### src/rtl/shift_pkg.sv
// Shared types for the pipelined operand-2 shifter: shift types, amount form,
// and the special-case control word that rides alongside each in-flight operand.
package shift_pkg;

    typedef enum logic [1:0] {
        SH_LSL = 2'b00,
        SH_LSR = 2'b01,
        SH_ASR = 2'b10,
        SH_ROR = 2'b11
    } sh_type_t;

    localparam logic SH_IMM = 1'b0;
    localparam logic SH_REG = 1'b1;

    // Special cases are decoded at intake and only applied after the last mux level.
    typedef struct packed {
        sh_type_t typ;
        logic     zero_res;
        logic     sign_res;
        logic     rrx;
        logic     c_ovr;
        logic     c_val;
    } sh_ctrl_t;

    function automatic int level_start(input int stage, input int levels, input int stages);
        return (stage * levels) / stages;
    endfunction

endpackage

### src/rtl/pipelined_shifter_level.sv
// One mux level of the shifter: optionally shifts/rotates by DIST and tracks the
// last bit shifted out so the final enabled level leaves the architectural carry.
module shift_level
    import shift_pkg::*;
#(
    parameter int WIDTH = 32,
    parameter int DIST  = 1
) (
    input  logic [WIDTH-1:0] data,
    input  logic             carry,
    input  logic             en,
    input  sh_type_t         typ,
    input  logic             fill,
    output logic [WIDTH-1:0] result,
    output logic             result_carry
);

    always_comb begin
        result       = data;
        result_carry = carry;
        if (en) begin
            case (typ)
                SH_LSL: begin
                    result       = data << DIST;
                    result_carry = data[WIDTH-DIST];
                end
                SH_LSR, SH_ASR: begin
                    result       = {{DIST{fill}}, data[WIDTH-1:DIST]};
                    result_carry = data[DIST-1];
                end
                SH_ROR: begin
                    // rotate carry is taken from the final result, not per level
                    result       = {data[DIST-1:0], data[WIDTH-1:DIST]};
                    result_carry = carry;
                end
                default: begin
                    result       = data;
                    result_carry = carry;
                end
            endcase
        end
    end

endmodule

### src/rtl/pipelined_shifter.sv
// ARMv7 operand-2 shifter: log2(WIDTH) mux levels spread over LATENCY register
// stages, global stall, flush of in-flight entries, pass-through tag.
module pipelined_shifter
    import shift_pkg::*;
#(
    parameter int WIDTH   = 32,
    parameter int AMT_W   = 8,
    parameter int LATENCY = 2,
    parameter int TAG_W   = 4
) (
    input  logic             clk,
    input  logic             rst,
    input  logic             in_valid,
    output logic             in_ready,
    input  logic [WIDTH-1:0] in_data,
    input  logic [AMT_W-1:0] in_amt,
    input  logic [2:0]       in_op,
    input  logic             in_carry,
    input  logic [TAG_W-1:0] in_tag,
    input  logic             flush,
    output logic             out_valid,
    input  logic             out_ready,
    output logic [WIDTH-1:0] out_data,
    output logic             out_carry,
    output logic [TAG_W-1:0] out_tag
);

    localparam int LG = $clog2(WIDTH);

    typedef struct packed {
        logic [WIDTH-1:0] data;
        logic             carry;
        logic [LG-1:0]    amt;
        sh_ctrl_t         ctrl;
        logic [TAG_W-1:0] tag;
    } stage_t;

    // Returns the stage whose registers feed level i, or 0 if level i is fed combinationally.
    function automatic int boundary(input int i);
        int r;
        r = 0;
        for (int s = 1; s < LATENCY; s++)
            if (level_start(s, LG, LATENCY) == i) r = s;
        return r;
    endfunction

    function automatic stage_t finish(input stage_t x);
        stage_t           r;
        logic [WIDTH-1:0] res;
        r = x;
        if (x.ctrl.zero_res)      res = '0;
        else if (x.ctrl.sign_res) res = {WIDTH{x.ctrl.c_val}};
        else if (x.ctrl.rrx)      res = {x.carry, x.data[WIDTH-1:1]};
        else                      res = x.data;
        r.data = res;
        if (x.ctrl.c_ovr)               r.carry = x.ctrl.c_val;
        else if (x.ctrl.typ == SH_ROR)  r.carry = res[WIDTH-1];
        else                            r.carry = x.carry;
        return r;
    endfunction

    sh_ctrl_t         ctrl;
    sh_type_t         typ;
    logic [LG-1:0]    n_low;
    logic             msb;
    logic             amt_eq_w;
    logic             amt_gt_w;
    stage_t           lv    [0:LG];
    stage_t           lv_in [0:LG-1];
    stage_t           st_d  [0:LATENCY-1];
    stage_t           st_q  [0:LATENCY-1];
    logic [LATENCY-1:0] vld;
    logic             advance;

    assign typ      = sh_type_t'(in_op[2:1]);
    assign n_low    = in_amt[LG-1:0];
    assign msb      = in_data[WIDTH-1];
    assign amt_eq_w = (in_amt == AMT_W'(WIDTH));
    assign amt_gt_w = (in_amt >  AMT_W'(WIDTH));

    always_comb begin
        ctrl     = '0;
        ctrl.typ = typ;
        if (in_op[0] == SH_IMM) begin
            if (n_low == '0) begin
                case (typ)
                    SH_LSR: begin ctrl.zero_res = 1'b1; ctrl.c_ovr = 1'b1; ctrl.c_val = msb; end
                    SH_ASR: begin ctrl.sign_res = 1'b1; ctrl.c_ovr = 1'b1; ctrl.c_val = msb; end
                    SH_ROR: begin ctrl.rrx = 1'b1; ctrl.c_ovr = 1'b1; ctrl.c_val = in_data[0]; end
                    default: ctrl.c_ovr = 1'b0;
                endcase
            end
        end else if (in_amt == '0) begin
            ctrl.c_ovr = 1'b1;
            ctrl.c_val = in_carry;
        end else begin
            case (typ)
                SH_LSL: begin
                    if (amt_eq_w || amt_gt_w) begin
                        ctrl.zero_res = 1'b1;
                        ctrl.c_ovr    = 1'b1;
                        ctrl.c_val    = amt_eq_w & in_data[0];
                    end
                end
                SH_LSR: begin
                    if (amt_eq_w || amt_gt_w) begin
                        ctrl.zero_res = 1'b1;
                        ctrl.c_ovr    = 1'b1;
                        ctrl.c_val    = amt_eq_w & msb;
                    end
                end
                SH_ASR: begin
                    if (amt_eq_w || amt_gt_w) begin
                        ctrl.sign_res = 1'b1;
                        ctrl.c_ovr    = 1'b1;
                        ctrl.c_val    = msb;
                    end
                end
                SH_ROR: begin
                    // a nonzero multiple of WIDTH rotates back to the operand itself
                    if (n_low == '0) begin
                        ctrl.c_ovr = 1'b1;
                        ctrl.c_val = msb;
                    end
                end
                default: ctrl.c_ovr = 1'b0;
            endcase
        end
    end

    assign lv[0] = {in_data, in_carry, n_low, ctrl, in_tag};

    for (genvar i = 0; i < LG; i++) begin : g_lvl
        localparam int B = boundary(i);
        logic [WIDTH-1:0] d;
        logic             c;

        if (B > 0) begin : g_reg
            assign lv_in[i] = st_q[B-1];
        end else begin : g_comb
            assign lv_in[i] = lv[i];
        end

        shift_level #(
            .WIDTH (WIDTH),
            .DIST  (1 << i)
        ) u_level (
            .data         (lv_in[i].data),
            .carry        (lv_in[i].carry),
            .en           (lv_in[i].amt[i]),
            .typ          (lv_in[i].ctrl.typ),
            .fill         ((lv_in[i].ctrl.typ == SH_ASR) & lv_in[i].data[WIDTH-1]),
            .result       (d),
            .result_carry (c)
        );

        assign lv[i+1] = {d, c, lv_in[i].amt, lv_in[i].ctrl, lv_in[i].tag};
    end

    for (genvar s = 0; s < LATENCY; s++) begin : g_stage
        if (s == LATENCY - 1) begin : g_last
            assign st_d[s] = finish(lv[LG]);
        end else begin : g_mid
            assign st_d[s] = lv[level_start(s + 1, LG, LATENCY)];
        end
    end

    assign out_valid = vld[LATENCY-1];
    assign advance   = !out_valid || out_ready;
    assign in_ready  = advance && !flush;

    always_ff @(posedge clk or posedge rst) begin
        if (rst) begin
            vld <= '0;
            for (int s = 0; s < LATENCY; s++) st_q[s] <= '0;
        end else begin
            if (flush) begin
                vld <= '0;
            end else if (advance) begin
                vld[0] <= in_valid;
                for (int s = 1; s < LATENCY; s++) vld[s] <= vld[s-1];
            end
            if (advance) begin
                for (int s = 0; s < LATENCY; s++) st_q[s] <= st_d[s];
            end
        end
    end

    assign out_data  = st_q[LATENCY-1].data;
    assign out_carry = st_q[LATENCY-1].carry;
    assign out_tag   = st_q[LATENCY-1].tag;

endmodule

### config.mk
export PLATFORM = sky130hd
export DESIGN_NAME = pipelined_shifter
export DESIGN_NICKNAME = d
export VERILOG_FILES = /design/src/rtl/shift_pkg.sv /design/src/rtl/pipelined_shifter_level.sv /design/src/rtl/pipelined_shifter.sv
export SDC_FILE = /design/constraint.sdc
export NUM_CORES = 1
export LEC_CHECK = 0
export ABC_CLOCK_PERIOD_IN_PS = 3000
export CELL_PAD_IN_SITES_DETAIL_PLACEMENT = 1
export CELL_PAD_IN_SITES_GLOBAL_PLACEMENT = 1
export CORE_MARGIN = 5
export CORE_UTILIZATION = 43
export CTS_BUF_LIST = sky130_fd_sc_hd__clkbuf_2 sky130_fd_sc_hd__clkbuf_4 sky130_fd_sc_hd__clkbuf_8
export CTS_CLUSTER_DIAMETER = 50
export DETAILED_ROUTE_END_ITERATION = 8
export GPL_ROUTABILITY_DRIVEN = 0
export HOLD_SLACK_MARGIN = 0.1
export PLACE_DENSITY_LB_ADDON = 0.1
export SLEW_MARGIN = 20
export SYNTH_ARGS = -nofsm -noshare
export SYNTH_HDL_FRONTEND = slang
export SYNTH_SLANG_ARGS = --single-unit
### constraint.sdc
create_clock -name clk -period 3 [get_ports clk]
set_input_delay 0.3 -clock clk [delete_from_list [all_inputs] [get_ports clk]]
set_output_delay 0.3 -clock clk [all_outputs]
set_load 0.01 [all_outputs]
==> metrics list <==
- Outcome: completed
- Worst r2r dst: out_carry
- Buffers inserted during clock tree synthesis total 9.
* Port Buffer Count: 91
* Die Span Y: 142 um
- In this run the static leakage power is 3.58 nW.
- Clk Latency, worst-skew pair: 0.40 ns
* Share of total power in combinational logic: 43.6%
* Wire length of the first global-routing pass: 48.0 mm
- In the final layout, the share of cells above drive strength 1 is 11.2%.
* Register area: 2150 um^2
* Number of cells on the worst reg-to-reg path: 10
- Share of total power consumed by net switching: 41.8%
- The final-report max-slew violation count came to 0.
* Routed wire per std cell: 23.4 um
* Seq pwr share: 36.5%
* RSZ-0062 raised after global routing: no
- For this run, design rule violations remaining after detail routing come to 0.
* Number of cells in the design after placement: 1292
- Summed over all failing endpoints, the final setup total negative slack is 0 ns.
* Flip-flop cell with the highest count after synthesis: dfrtp_1
- Share of the cycle needed by the critical path after routing: 96.1%
* Count of mapped cells out of synthesis: 997
- In this run the worst setup path begins at lv[10].
- Across the run, the number of max-cap violations was 0.
* Die W: 142 um
* DP Wirelength: 23.4 mm
* Minimum clock period: 2.88 ns
- Across the VDD grid, the largest voltage drop is 0.000259 V.
* Number of nets at the end of the flow: 1139
- TritonCTS sink count: 86
- Commonest cells in the netlist: 131 x nand2_1, 108 x nor2_1, 86 x dfrtp_1
- Setup violations remaining at the end of the flow were counted as 0.
- CTS built an H-tree with a depth of 3.
- In this run the clock root is driven by a clkbuf_8.
- Number of library cell types mapped by synthesis: 77
* CTS Hold Buffers Added: 0
- Critical register-to-register path startpoint: lv[10]
- Final clock skew: 0.0187 ns
- Type of the worst min-delay path: in -> async
- P&R area growth vs syn: 21.4%
* Proportion of synthesized area in mux cells: 2.56%
- Sort of element at the end of the critical path: register
- Cell Area, Synth: 7520 um^2
- Starting utilization of the core area: 43.6%
* Launching element type of the critical path: register
- Ant diodes: 0
- Entering global routing, the biggest net connects 70 pins.
- Headroom to the max-slew limit came out at 37.9%.
- Of all flip-flops after synthesis, the portion carrying an async set or reset was 100%.
- Via density per instance: 6.69
- Summed over all nets, the switching power comes to 1.76 mW.
- Pwr per Cell Area: 461 nW/um^2
- In this run, the clock network consumes 19.9% of the power.
- Number of gates resized after CTS: 0
- For this block, the via count after detailed routing is 8753.
- Data arrives at the worst endpoint at 3.16 ns.
- Post-CTS repair timing setup buffer count: 0
* Final antenna-violating net count: 0
- Number of global-route vias before repair: 8524
- TritonCTS clock tree: done
- After global routing the overflow that remains totals 0.
* Highest net fanout along the worst path: 36
- The setup path with the least slack is of type reg -> reg.
- Routed WL: 30.6 mm
- Area of the multi-input gates: 4880 um^2
* Register-to-register setup slack: 0.12 ns
- Layout fillers: 2161
- Global routing consumed, over all layers together, 29.8% of the routing resources.
- The pre-antenna-repair detailed-routing pass consisted of 5 iterations.
- Post-synthesis compound-gate area fraction: 39.1%
* Cells taking the most area after synthesis: dfrtp_1 29%, nand2_1 6.5%, nor2_1 5.4%, a21oi_1 5.1%, a22oi_1 4.1%
* Endpoint of the most critical setup path: out_carry
- Register area share after synthesis: 28.6%
- Number of buffers on the longest clock path: 2
- Total number of yosys warnings: 0
- Proportion of netlist area held by the largest area contributor: 28.6%
- In the post-synthesis netlist, the cell with the most instances is nand2_1.
* Number of hold-slack violations in the final timing report: 0
- After Yosys synthesis, and, or, nand and nor cells account for 21.7% of the synthesized area.
- Cell type with the highest aggregate area in the netlist: dfrtp_1
- Filler-free cell count of the finished design: 1308
- Initial DRC count: 989
- After floorplanning, the core was divided into 48 placement rows.
- After Yosys synthesis, full adders, half adders and majority gates account for 1.33% of the synthesized area.
- Post-synthesis register bit count: 86
- After synthesis, the largest family of logic cells by area is compound AO/OA/AOI/OAI gates.
- The die covers 20200 um^2.
- Cell-internal power: 2.45 mW
- Syn_area_per_cell: 7.54 um^2
* Post-synth EDFFs: 0
- The total area inside the core boundary comes to 17200 um^2.
- Worst-Margin Slew: 0.931 ns
* Synthesized Nets: 1058
- The initial antenna violation count was 0.
- Clock slew at the register clock pins of the worst setup and hold paths: 0.10 ns
- Post-layout utilization of the core: 53.0%
- Max Fclk: 347 MHz
- Worst endpoint required time: 3.27 ns
- After Yosys synthesis, XOR and XNOR cells account for 0% of the synthesized area.
- For this design the top-level I/O count stands at 92.
==> per-stage QoR <==
step	instance area, um^2	power, mW	worst slack (ns)	hold slack [ns]
2_1_floorplan	7520	2.50	0.478	0.363
3_3_place_gp	8930	3.32	-0.0239	0.450
3_5_place_dp	8930	3.35	0.0340	0.456
4_1_cts	9130	4.19	0.155	0.294
5_1_grt	9130	4.42	0.00778	0.322
6_report	9130	4.21	0.118	0.289
==> layout by cell type (no fill, tap or decap), drive strengths merged, types with 5 or more instances in the layout <==
master	n
o221ai	7
dfrtp	86
nand3	18
o31ai	41
a221oi	34
mux2	7
a211oi	15
clkbuf	9
inv	19
mux2i	11
buf	77
nor3b	5
nand2	131
a221o	10
and3	6
a311o	5
nand2b	13
a31oi	22
a22oi	41
ha	8
nor2b	20
o32ai	6
a32o	7
a21oi	77
nor2	109
clkdlybuf4s50	90
o22ai	9
nand3b	5
a32oi	5
clkinv	8
o211ai	24
o21ai	59
nor3	23
==> worst max-delay path, stage by stage (launching register included) <==
cell	delay, ns
dfrtp_1	0.43
inv_1	0.09
ha_2	0.27
buf_12	0.22
clkinv_1	0.35
nor2_1	0.31
a2111oi_0	0.11
a221oi_1	0.37
a2111oi_0	0.15
buf_4	0.16
o31ai_1	0.28
==> state kept, by name, indices dropped and copies added (netlist names) <==
register and flops:
lv 14, lv_in 33, out_carry 1, out_data 32, out_tag 4, vld 2
==> worst min-delay path by stage <==
stage               start      endpoint  slack [ns]  depth (start not counted)
floorplan           flush        vld[0]        0.36                          1
global placement    lv[2]         lv[2]        0.45                          2
detailed placement  lv[1]         lv[1]        0.46                          2
CTS                   rst  out_data[28]        0.29                          2
global route          rst   out_data[5]        0.32                          2
finish                rst    lv_in[128]        0.29                          2
==> cell type report <==
cell class	instances	area share, %
clock buffers	9	1.36
clock inverters	7	0.836
inverters	20	0.836
multi-input cells	794	53.4
flip-flops and latches	86	23.6
well taps	225	3.08
repair buffers	167	16.9
==> cells by family after synthesis <==
family          Yosys count
compound gates          412
simple gates            356
buf+inv                 117
flops                    86
mux                      18
fa+ha+maj                 8
==> power groups by stage <==
stage,logic (mW),clock network [mW],registers (mW)
2_1_floorplan,0.996,0,1.50
3_3_place_gp,1.77,0,1.54
3_5_place_dp,1.80,0,1.55
4_1_cts,1.81,0.858,1.53
5_1_grt,1.96,0.909,1.56
6_report,1.84,0.839,1.54
==> routing by layer <==
layer | part of all wire, % | wire length, um | vias up | GRT usage [%]
li1 | - | - | 3958 | -
met1 | 44 | 13500 | 4311 | 41.3
met2 | 46 | 14000 | 411 | 47.5
met3 | 6.1 | 1870 | 73 | 3.26
met4 | 3.8 | 1170 | 0 | 12.3
met5 | 0 | 0 | - | 0
Power figures use the tool's default switching activity.
